`src/rtl/alu_pkg.sv`:
```
`default_nettype none
// ============================================================================
// Module      : alu_pkg
// Description : Shared definitions for the ALU and its multiply/divide
//               sequencer: ALU opcodes, MUL/DIVU request encoding and the
//               sequencer state encoding.
// Ports       : none (package)
// Revision    : 1.0 - initial release
// ============================================================================
package alu_pkg;

  // ALU opcodes as decoded by the shared combinational ALU.
  localparam logic [3:0] ALU_AND = 4'b0000;
  localparam logic [3:0] ALU_OR  = 4'b0001;
  localparam logic [3:0] ALU_ADD = 4'b0010;
  localparam logic [3:0] ALU_SUB = 4'b0110;
  localparam logic [3:0] ALU_SLT = 4'b0111;  // unsigned compare, result in bit 0
  localparam logic [3:0] ALU_NOR = 4'b1100;

  // Request type carried on op_i.
  typedef enum logic {
    OP_MUL  = 1'b0,
    OP_DIVU = 1'b1
  } md_op_e;

  // Sequencer states.
  typedef enum logic [2:0] {
    S_IDLE    = 3'd0,
    S_MUL     = 3'd1,
    S_DIV_CMP = 3'd2,
    S_DIV_SUB = 3'd3,
    S_DONE    = 3'd4
  } md_state_e;

endpackage
`default_nettype wire

```
`src/rtl/alu_seq_cnt.sv`:
```
`default_nettype none
// ============================================================================
// Module      : alu_seq_cnt
// Description : Iteration counter for the multiply/divide sequencer.
//               Synchronous clear has priority over enable; last flags the
//               final iteration (count == LAST).
// Ports       : clk   - clock, rising edge
//               rst_n - synchronous active-low reset
//               clr   - clear count to zero
//               en    - increment count
//               last  - count equals LAST
// Revision    : 1.0 - initial release
// ============================================================================
module alu_seq_cnt #(
  parameter int CNT_W = 6,
  parameter int LAST  = 31
) (
  input  logic clk,
  input  logic rst_n,
  input  logic clr,
  input  logic en,
  output logic last
);

  localparam logic [CNT_W-1:0] LAST_CNT = CNT_W'(LAST);

  logic [CNT_W-1:0] cnt;

  always_ff @(posedge clk) begin
    if (!rst_n) begin
      cnt <= '0;
    end else if (clr) begin
      cnt <= '0;
    end else if (en) begin
      cnt <= cnt + CNT_W'(1);
    end
  end

  assign last = (cnt == LAST_CNT);

endmodule
`default_nettype wire

```
`src/rtl/alu_muldiv_seq.sv`:
```
`default_nettype none
// ============================================================================
// Module      : alu_muldiv_seq
// Description : Multi-cycle sequencer that borrows the shared combinational
//               ALU to perform unsigned 32-bit multiply (low word, shift-add)
//               and unsigned divide (restoring, two ALU cycles per bit).
// Ports       : clk_i, rst_ni        - clock / synchronous active-low reset
//               start_i, op_i        - request strobe, 0=MUL 1=DIVU
//               src_a_i, src_b_i     - multiplicand/dividend, multiplier/divisor
//               busy_o, done_o       - busy window / one-cycle completion pulse
//               res_o, rem_o         - product or quotient / remainder
//               div_zero_o           - DIVU with zero divisor
//               alu_a_o, alu_b_o,
//               alu_op_o, alu_res_i  - ALU operand/opcode drive and result
// Revision    : 1.0 - initial release
// ============================================================================
module alu_muldiv_seq
  import alu_pkg::*;
#(
  parameter int XLEN  = 32,
  parameter int CNT_W = 6
) (
  input  logic            clk_i,
  input  logic            rst_ni,
  input  logic            start_i,
  input  logic            op_i,
  input  logic [XLEN-1:0] src_a_i,
  input  logic [XLEN-1:0] src_b_i,
  output logic            busy_o,
  output logic            done_o,
  output logic [XLEN-1:0] res_o,
  output logic [XLEN-1:0] rem_o,
  output logic            div_zero_o,
  output logic [XLEN-1:0] alu_a_o,
  output logic [XLEN-1:0] alu_b_o,
  output logic [3:0]      alu_op_o,
  input  logic [XLEN-1:0] alu_res_i
);

  md_state_e       state;

  // Working registers are shared between the two operations:
  //   work_acc : MUL accumulator      / DIVU partial remainder
  //   work_a   : MUL multiplier (>>1) / DIVU quotient (dividend shifts out MSB-first)
  //   work_b   : MUL multiplicand(<<1)/ DIVU divisor (static)
  logic [XLEN-1:0] work_acc;
  logic [XLEN-1:0] work_a;
  logic [XLEN-1:0] work_b;
  logic            carry;   // bit shifted out of the remainder in DIV_CMP
  logic            lt;      // shifted remainder < divisor (from SLT)

  logic            accept;
  logic            cnt_en;
  logic            cnt_last;
  logic [XLEN-1:0] div_sh;
  logic            div_take;

  assign accept = (state == S_IDLE) && start_i;
  assign cnt_en = (state == S_MUL) || (state == S_DIV_SUB);

  // Remainder shifted left with the next dividend bit brought in.
  assign div_sh = {work_acc[XLEN-2:0], work_a[XLEN-1]};

  // A set carry means the true shifted remainder is >= 2^XLEN and therefore
  // >= divisor; the XLEN-bit SUB result then wraps to the exact value.
  assign div_take = carry | ~lt;

  alu_seq_cnt #(
    .CNT_W (CNT_W),
    .LAST  (XLEN - 1)
  ) u_cnt (
    .clk   (clk_i),
    .rst_n (rst_ni),
    .clr   (accept),
    .en    (cnt_en),
    .last  (cnt_last)
  );

  // ALU drive is decoded from registered state so the result returns in the
  // same cycle; outside the arithmetic states the ALU inputs are parked at 0.
  always_comb begin
    alu_a_o  = '0;
    alu_b_o  = '0;
    alu_op_o = ALU_AND;
    case (state)
      S_MUL: begin
        alu_op_o = ALU_ADD;
        alu_a_o  = work_acc;
        alu_b_o  = work_a[0] ? work_b : '0;
      end
      S_DIV_CMP: begin
        alu_op_o = ALU_SLT;
        alu_a_o  = div_sh;
        alu_b_o  = work_b;
      end
      S_DIV_SUB: begin
        alu_op_o = ALU_SUB;
        alu_a_o  = work_acc;
        alu_b_o  = work_b;
      end
      default: begin
        alu_op_o = ALU_AND;
      end
    endcase
  end

  // Results are loaded on the edge that enters DONE so they are valid in the
  // same cycle that done_o pulses.
  always_ff @(posedge clk_i) begin
    if (!rst_ni) begin
      state      <= S_IDLE;
      work_acc   <= '0;
      work_a     <= '0;
      work_b     <= '0;
      carry      <= 1'b0;
      lt         <= 1'b0;
      busy_o     <= 1'b0;
      done_o     <= 1'b0;
      res_o      <= '0;
      rem_o      <= '0;
      div_zero_o <= 1'b0;
    end else begin
      done_o <= 1'b0;
      case (state)
        S_IDLE: begin
          if (start_i) begin
            busy_o     <= 1'b1;
            res_o      <= '0;
            rem_o      <= '0;
            div_zero_o <= 1'b0;
            work_acc   <= '0;
            carry      <= 1'b0;
            lt         <= 1'b0;
            if (op_i == OP_MUL) begin
              work_a <= src_b_i;
              work_b <= src_a_i;
              state  <= S_MUL;
            end else if (src_b_i == '0) begin
              // Divide by zero completes immediately without the ALU.
              work_a     <= src_a_i;
              work_b     <= '0;
              res_o      <= '1;
              rem_o      <= src_a_i;
              div_zero_o <= 1'b1;
              done_o     <= 1'b1;
              state      <= S_DONE;
            end else begin
              work_a <= src_a_i;
              work_b <= src_b_i;
              state  <= S_DIV_CMP;
            end
          end
        end

        S_MUL: begin
          work_acc <= alu_res_i;
          work_b   <= work_b << 1;
          work_a   <= work_a >> 1;
          if (cnt_last) begin
            res_o  <= alu_res_i;
            done_o <= 1'b1;
            state  <= S_DONE;
          end
        end

        S_DIV_CMP: begin
          carry    <= work_acc[XLEN-1];
          work_acc <= div_sh;
          lt       <= alu_res_i[0];
          work_a   <= {work_a[XLEN-2:0], 1'b0};
          state    <= S_DIV_SUB;
        end

        S_DIV_SUB: begin
          if (div_take) begin
            work_acc  <= alu_res_i;
            work_a[0] <= 1'b1;
          end
          if (cnt_last) begin
            res_o  <= {work_a[XLEN-1:1], div_take};
            rem_o  <= div_take ? alu_res_i : work_acc;
            done_o <= 1'b1;
            state  <= S_DONE;
          end else begin
            state  <= S_DIV_CMP;
          end
        end

        S_DONE: begin
          busy_o <= 1'b0;
          state  <= S_IDLE;
        end

        default: begin
          busy_o <= 1'b0;
          state  <= S_IDLE;
        end
      endcase
    end
  end

endmodule
`default_nettype wire

```
`config.mk`:
```
export PLATFORM = sky130hd
export DESIGN_NAME = alu_muldiv_seq
export DESIGN_NICKNAME = d
export VERILOG_FILES = /design/src/rtl/alu_pkg.sv /design/src/rtl/alu_seq_cnt.sv /design/src/rtl/alu_muldiv_seq.sv
export SDC_FILE = /design/constraint.sdc
export NUM_CORES = 1
export LEC_CHECK = 0
export CORE_AREA = 2 2 180 147
export DETAILED_ROUTE_END_ITERATION = 7
export DIE_AREA = 0 0 182 149
export MAX_ROUTING_LAYER = met4
export PLACE_DENSITY = 0.73
export SYNTH_ARGS = -nofsm -noshare
export SYNTH_HDL_FRONTEND = slang
export SYNTH_HIERARCHICAL = 1
export SYNTH_SLANG_ARGS = --single-unit
```
`constraint.sdc`:
```
create_clock -name clk_i -period 2.45 [get_ports clk_i]
set_input_delay 0.49 -clock clk_i [delete_from_list [all_inputs] [get_ports clk_i]]
set_output_delay 0.49 -clock clk_i [all_outputs]
set_load 0.005 [all_outputs]
```
==> run_results.csv, run 1 <==
group,metric,value,unit
clock_tree,clock_latency,430,ps
synth,ys_warn_count,6,
route,routed_wirelength,36200,um
clock_tree,root_buffer,"clkbuf_16",
route,drc,5,
final_layout,fillers,2346,
synth,ys_ff_latch,174,
critical_path,crit_arrival,1920,ps
clock_tree,h-tree-depth,4,
power,ir_drop,0.000481,V
clock_tree,clock-sinks,174,
critical_path,reg2reg_slack,150,ps
global_route,globalRouteOverflowTotal,0,
final_layout,nets,1340,
worst_hold_path,holdPathEnd,"busy_o",
critical_path,crit_fanout,20,
synth,ys_top_cells_by_area,"dfxtp_1 (38%), a22oi_1 (6.9%), mux2_2 (4.9%), o21ai_0 (4.6%), nor2b_1 (4.3%)",
sta,whs,467,ps
worst_hold_path,min-delay-start,"busy_o",
floorplanning,initial_core_util,36.2,%
floorplanning,die_h,149,um
critical_path,cp.buffers_inverters,5,
clock_tree,cts_tree,"built",
critical_path,cp_cell_sequence,"buf_6 > nand2b_4 > inv_2 > buf_4 > bufbuf_16 > a22o_1 > buf_2",
global_route,grt_max_degree,83,
floorplanning,core,25600,um2
sta,drv_slew,0,
synth,ys_types,60,
sta,timing.final.ws_setup,41.0,ps
sta,finalHoldViolations,0,
critical_path,path_class,"register to output port",
placed_design,io_buffers,233,
final_layout,seq_area,3490,um2
global_route,grt_pass1_wl,54000,um
global_route,grt_pass1_vias,8799,
placed_design,dpl.cell_count,1532,
critical_path,crit_start,"state[2]",
sta,setup_violations,0,
synth,synth_top_area_share,37.6,%
floorplanning,dieArea,27100,um2
global_route,grt_usage,26.5,%
sta,fin_crit,2410,ps
critical_path,max_stage_delay,390,ps
route,vias,9563,
sta,fmax,415,MHz
synth,synth-edff-count,0,
route,wl_per_cell,22.9,um
synth,syn-num-nets,1113,
floorplanning,fp-row-count,53,
synth,synth_top_area_cell,"dfxtp_1",
floorplanning,ios,235,
clock_tree,clk_pin_slew,70,ps
placed_design,gp_congestion,0.875,
route,first_pass_iters,8,
critical_path,reg2reg_from,"state[1]",
sta,min_period_over_period,98.3,%
synth,synth_seq_area_share,37.6,%
power,pwr_density_cell,700,nW/um2
final_layout,multi_input_area,5300,um2
placed_design,place_worst_setup_slack,-49.5,ps
critical_path,worstSetupEndpointType,"output port",
floorplanning,die_w,182,um
critical_path,cp-start-kind,"register",
critical_path,cp_top_family,"buffers and inverters",
synth,syn_area_per_cell,9.15,um2
sta,relSlewSlack,49.9,%
worst_hold_path,hp-class,"register to register",
sta,rsz0062_at_grt,"true",
run_status,violations,"design-rule violations",
placed_design,hpwl,25600,um
final_layout,drive_above_1_share,17.8,%
route,drtIter0Drc,1187,
synth,async_flop_share,0,%
final_layout,fin_util,51.0,%
route,ant_nets,0,
synth,netlist_area,9260,um2
synth,synth.most_common_cell,"dfxtp_1",
critical_path,crit_slowest_cell,"dfxtp_4",
critical_path,r2r_cells,7,
clock_tree,cts_buffer_depth,2,
synth,synthFlopType,"dfxtp_1",
run,cap_violations,0,
route,viasPerCell,6.03,
synth,syn_inst,1012,
worst_hold_path,min_path_cells,2,
power,total_leakage_power,0.00508,uW
clock_tree,numCtsBuffers,17,
synth,yosys-top-cells-count,"dfxtp_1 (174), a22oi_1 (85), o21ai_0 (85)",
final_layout,syn_to_final_growth,40.9,%
global_route,antenna_found_initial,5,
run_status,outcome,"finished with violations",
final_layout,final_cells,1585,
power,power,9130,uW
sta,finClkSkew,10.2,ps
critical_path,worstPathRequired,1960,ps
critical_path,r2r_end,"work_b[31]",
sta,tightestPinTransition,752,ps
## area by class of cell
| class | count | area share, % |
|---|---|---|
| timing repair buffer | 321 | 24.7 |
| multi-input combinational | 716 | 40.6 |
| inverter | 9 | 0.316 |
| antenna | 5 | 0.0959 |
| clock buffer | 21 | 3.68 |
| tap | 330 | 3.16 |
| sequential | 174 | 26.8 |
| clock inverter | 9 | 0.662 |
## logic make-up after synthesis
family	count (synthesis)	synth area share [%]
compound gates	465	37.6
flops	174	37.6
simple gates	178	10.4
mux	67	7.78
xor+xnor	4	0.378
fa+ha+maj	1	0.135
other cells	1	0.0405
buf+inv	122	6.06
## metal layers
metal  vias up  share of wire (%)  GRT usage [%]
li1       4413                  -              -
met1      4580                 48           39.3
met2       547                 38           33.5
met3        23                 13           10.2
met4         0                1.0           4.35
met5         -                  0              -
## worst reg2reg max path, delay by kind of cell (launching register included)
kind | cells | cell delay [ps]
buffers and inverters | 3 | 830
AO/OA/AOI/OAI | 2 | 460
flip-flops | 1 | 390
AND/OR/NAND/NOR | 2 | 550
## metrics by stage
stage	cell area (um2)	TNS (ps)
6_report	13000	0
5_1_grt	13000	-2.99
4_1_cts	13000	-157
3_5_place_dp	12300	-242
3_3_place_gp	12300	-1550
2_1_floorplan	9260	0
## power breakdown
| group | total (uW) | internal, uW | switching [uW] |
|---|---|---|---|
| clock network | 2690 | 1500 | 1190 |
| registers | 3600 | 3200 | 399 |
| logic | 2840 | 1390 | 1450 |
| total | 9130 | 6100 | 3040 |
## cell usage in the layout (no fill, tap or decap), types with 5 or more instances in the layout
cell	Yosys	layout
buf_2	43	14
buf_4	3	60
nor2_1	16	13
buf_6	5	8
dlygate4sd2_1	0	45
clkbuf_16	0	17
buf_12	0	19
nor4_1	8	8
o211ai_1	49	49
mux2i_1	27	27
a221oi_2	20	20
and3_1	5	5
inv_1	7	7
o22ai_1	28	28
a22o_1	32	31
a21oi_1	42	39
nor2b_1	64	62
nand2_1	56	56
a22oi_1	85	85
a222oi_1	32	32
dlymetal6s2s_1	0	5
a21boi_1	11	11
o211a_1	21	21
a221oi_1	8	8
clkdlybuf4s50_1	0	166
diode_2	0	5
a21boi_0	24	24
a31oi_1	13	13
o21ai_0	85	85
dfxtp_1	174	171
mux2_2	40	40
## sequential cells by signal, indices dropped and copies added (netlist names)
register    cells
work_acc       32
rem_o          32
busy_o          1
done_o          1
state           3
u_cnt/cnt       6
carry           1
work_a         32
res_o          32
work_b         32
lt              1
div_zero_o      1
## how the worst max path moves through the flow
stage / slack, ps / to / cells after the start
2_1_floorplan: 330 / alu_a_o[22] / 7
3_3_place_gp: -150 / state[2] / 7
3_5_place_dp: -50 / done_o / 7
4_1_cts: -70 / alu_b_o[3] / 5
5_1_grt: -3 / alu_a_o[2] / 7
6_report: 40 / alu_a_o[2] / 7
## what timing repair did
item,4_1_cts,5_1_grt
endpoints found under the setup margin,66,25
hold endpoints to repair,0,0
setup buffers,10,5
resized for setup,123,12
hold buffers,0,0
cloned,3,0
pin swaps,1,6
Power figures use the tool's default switching activity.
==> run 2: changes to the inputs <==
ABC_CLOCK_PERIOD_IN_PS = 2450   (was default)
==> results of run 2 <==
Final layout, timing and power as in run 1 (identical DEF).
==> run 3: changes to the inputs <==
CORE_AREA = 2 2 174 142   (was 2 2 180 147)
DIE_AREA = 0 0 176 144   (was 0 0 182 149)
PLACE_DENSITY = 0.76   (was 0.73)
REMOVE_ABC_BUFFERS = 1   (was default)
==> run_results.csv, run 3 (synthesized netlist as in run 1, its figures left out) <==
group,metric,value,unit
final_layout,fillers,2073,
power,total_leakage_power,0.00512,uW
floorplanning,ios,235,
power,pwr_density_cell,698,nW/um2
clock_tree,clk_pin_slew,60,ps
final_layout,seq_area,3490,um2
floorplanning,die_w,176,um
final_layout,final_common_cell,"clkdlybuf4s50_1",
sta,min_period_over_period,108,%
sta,relSlewSlack,47.0,%
clock_tree,root_buffer,"clkbuf_16",
placed_design,io_buffers,233,
placed_design,gp_congestion,0.896,
route,vias,10128,
global_route,grt_usage,29.3,%
clock_tree,cts_buffer_depth,2,
global_route,grt_pass1_vias,9688,
final_layout,final_cells,1585,
clock_tree,cts_tree,"built",
sta,finClkSkew,9.49,ps
route,routed_wirelength,36700,um
sta,whs,464,ps
final_layout,multi_input_area,5330,um2
floorplanning,initial_core_util,38.9,%
clock_tree,numCtsBuffers,17,
route,routed-wl-met2,16400,um
placed_design,dpl.cell_count,1521,
route,first_pass_iters,8,
route,ant_nets,0,
sta,setup_violations,8,
route,wl_met1,15700,um
final_layout,final_cell_mix,"clkdlybuf4s50_1 (172), dfxtp_1 (171), a22oi_1 (85)",
global_route,globalRouteOverflowTotal,0,
global_route,antenna_found_initial,0,
sta,timing.final.ws_setup,-196,ps
route,viasPerCell,6.39,
final_layout,syn_to_final_growth,42.7,%
final_layout,antennaDiodeCount,0,
clock_tree,clock_latency,430,ps
run_status,violations,"design-rule violations, negative setup slack",
sta,drv_slew,0,
floorplanning,fp-row-count,51,
placed_design,hpwl,23400,um
sta,fin_crit,2650,ps
run,cap_violations,0,
floorplanning,die_h,144,um
sta,rsz0062_at_grt,"true",
global_route,grt_pass1_wl,56100,um
final_layout,fin_util,55.5,%
critical_path,worstSetupEndpointType,"output port",
critical_path,crit_fanout,10,
final_layout,drive_above_1_share,18.9,%
run_status,outcome,"finished with violations",
clock_tree,clock-sinks,174,
floorplanning,dieArea,25300,um2
final_layout,nets,1355,
critical_path,crit_arrival,2160,ps
critical_path,path_class,"register to output port",
worst_hold_path,hp-class,"register to register",
route,wl_per_cell,23.2,um
route,top_layer_used,"met4",
clock_tree,h-tree-depth,4,
power,ir_drop,0.000476,V
sta,fmax,378,MHz
global_route,grt_max_degree,118,
route,routed-wl-met3,3810,um
sta,tightestPinTransition,796,ps
route,drtIter0Drc,1542,
sta,finalHoldViolations,0,
critical_path,worstPathRequired,1960,ps
critical_path,cp-start-kind,"register",
route,drc,12,
floorplanning,core,23800,um2
==> run 3: cell count changes in the layout (fill, tap and decap cells not counted), moves of 3 or more <==
| cell | change |
|---|---|
| buf_12 | -3 |
| clkbuf_1 | +4 |
| dlygate4sd2_1 | -21 |
| diode_2 | -5 |
| dlymetal6s2s_1 | +4 |
| clkbuf_2 | +3 |
| clkdlybuf4s50_1 | +6 |
| buf_2 | -7 |
| buf_4 | +16 |
| clkdlybuf4s15_1 | +8 |
| clkdlybuf4s15_2 | +8 |
==> run 3: power breakdown <==
part,internal [uW],total [uW],switching [uW]
combinational,1450,2960,1510
sequential,3200,3570,367
clock,1490,2690,1200
total,6140,9220,3080
==> run 3: layout make-up <==
class | count | area share [%]
inverter | 9 | 0.332
clock buffer | 24 | 3.65
sequential | 174 | 26.5
timing repair buffer | 335 | 25.6
clock inverter | 8 | 0.625
tap | 318 | 3.01
multi-input combinational | 717 | 40.3
==> run 3: timing repair <==
action,CTS,global route
hold buffers,0,0
hold endpoints to repair,0,0
buffers inserted,28,2
resized for setup,119,26
endpoints found under the setup margin,66,39
cloned,7,0
pin swaps,2,3
==> run 3: stage by stage <==
step | instance area, um2 | worst slack, ps | TNS, ps | total power [uW]
final | 13200 | -196 | -1170 | 9220
after global routing | 13200 | -246 | -1730 | 9590
after CTS | 13300 | -176 | -2420 | 9180
after detailed placement | 12200 | -351 | -8080 | 6260
after global placement | 12200 | -324 | -3770 | 6200
after floorplan | 8730 | -4600 | -434970 | 4780
==> run 3: per-layer routing <==
layer / vias to the layer above / GRT usage [%]
li1: 4451 / -
met2: 682 / 44.2
met4: 0 / 8.87
met1: 4930 / 39.7
met3: 65 / 5.89
met5: - / -
==> run 3: path summary, 6_finish.rpt <==
kind,start,end,slack [ps],depth (start not counted)
setup / recovery,state[1],alu_b_o[3],-200,7
hold / removal,busy_o,busy_o,460,2
setup reg to reg,state[0],rem_o[10],230,8
hold reg to reg,busy_o,busy_o,460,2
==> run 3: worst max-delay path, stage by stage, from the launching register on <==
cell and delay [ps]:
dfxtp_4 340, buf_4 150, nor3b_4 200, buf_4 160, a21oi_4 70, buf_12 170, nor2b_1 120, clkdlybuf4s50_1 510
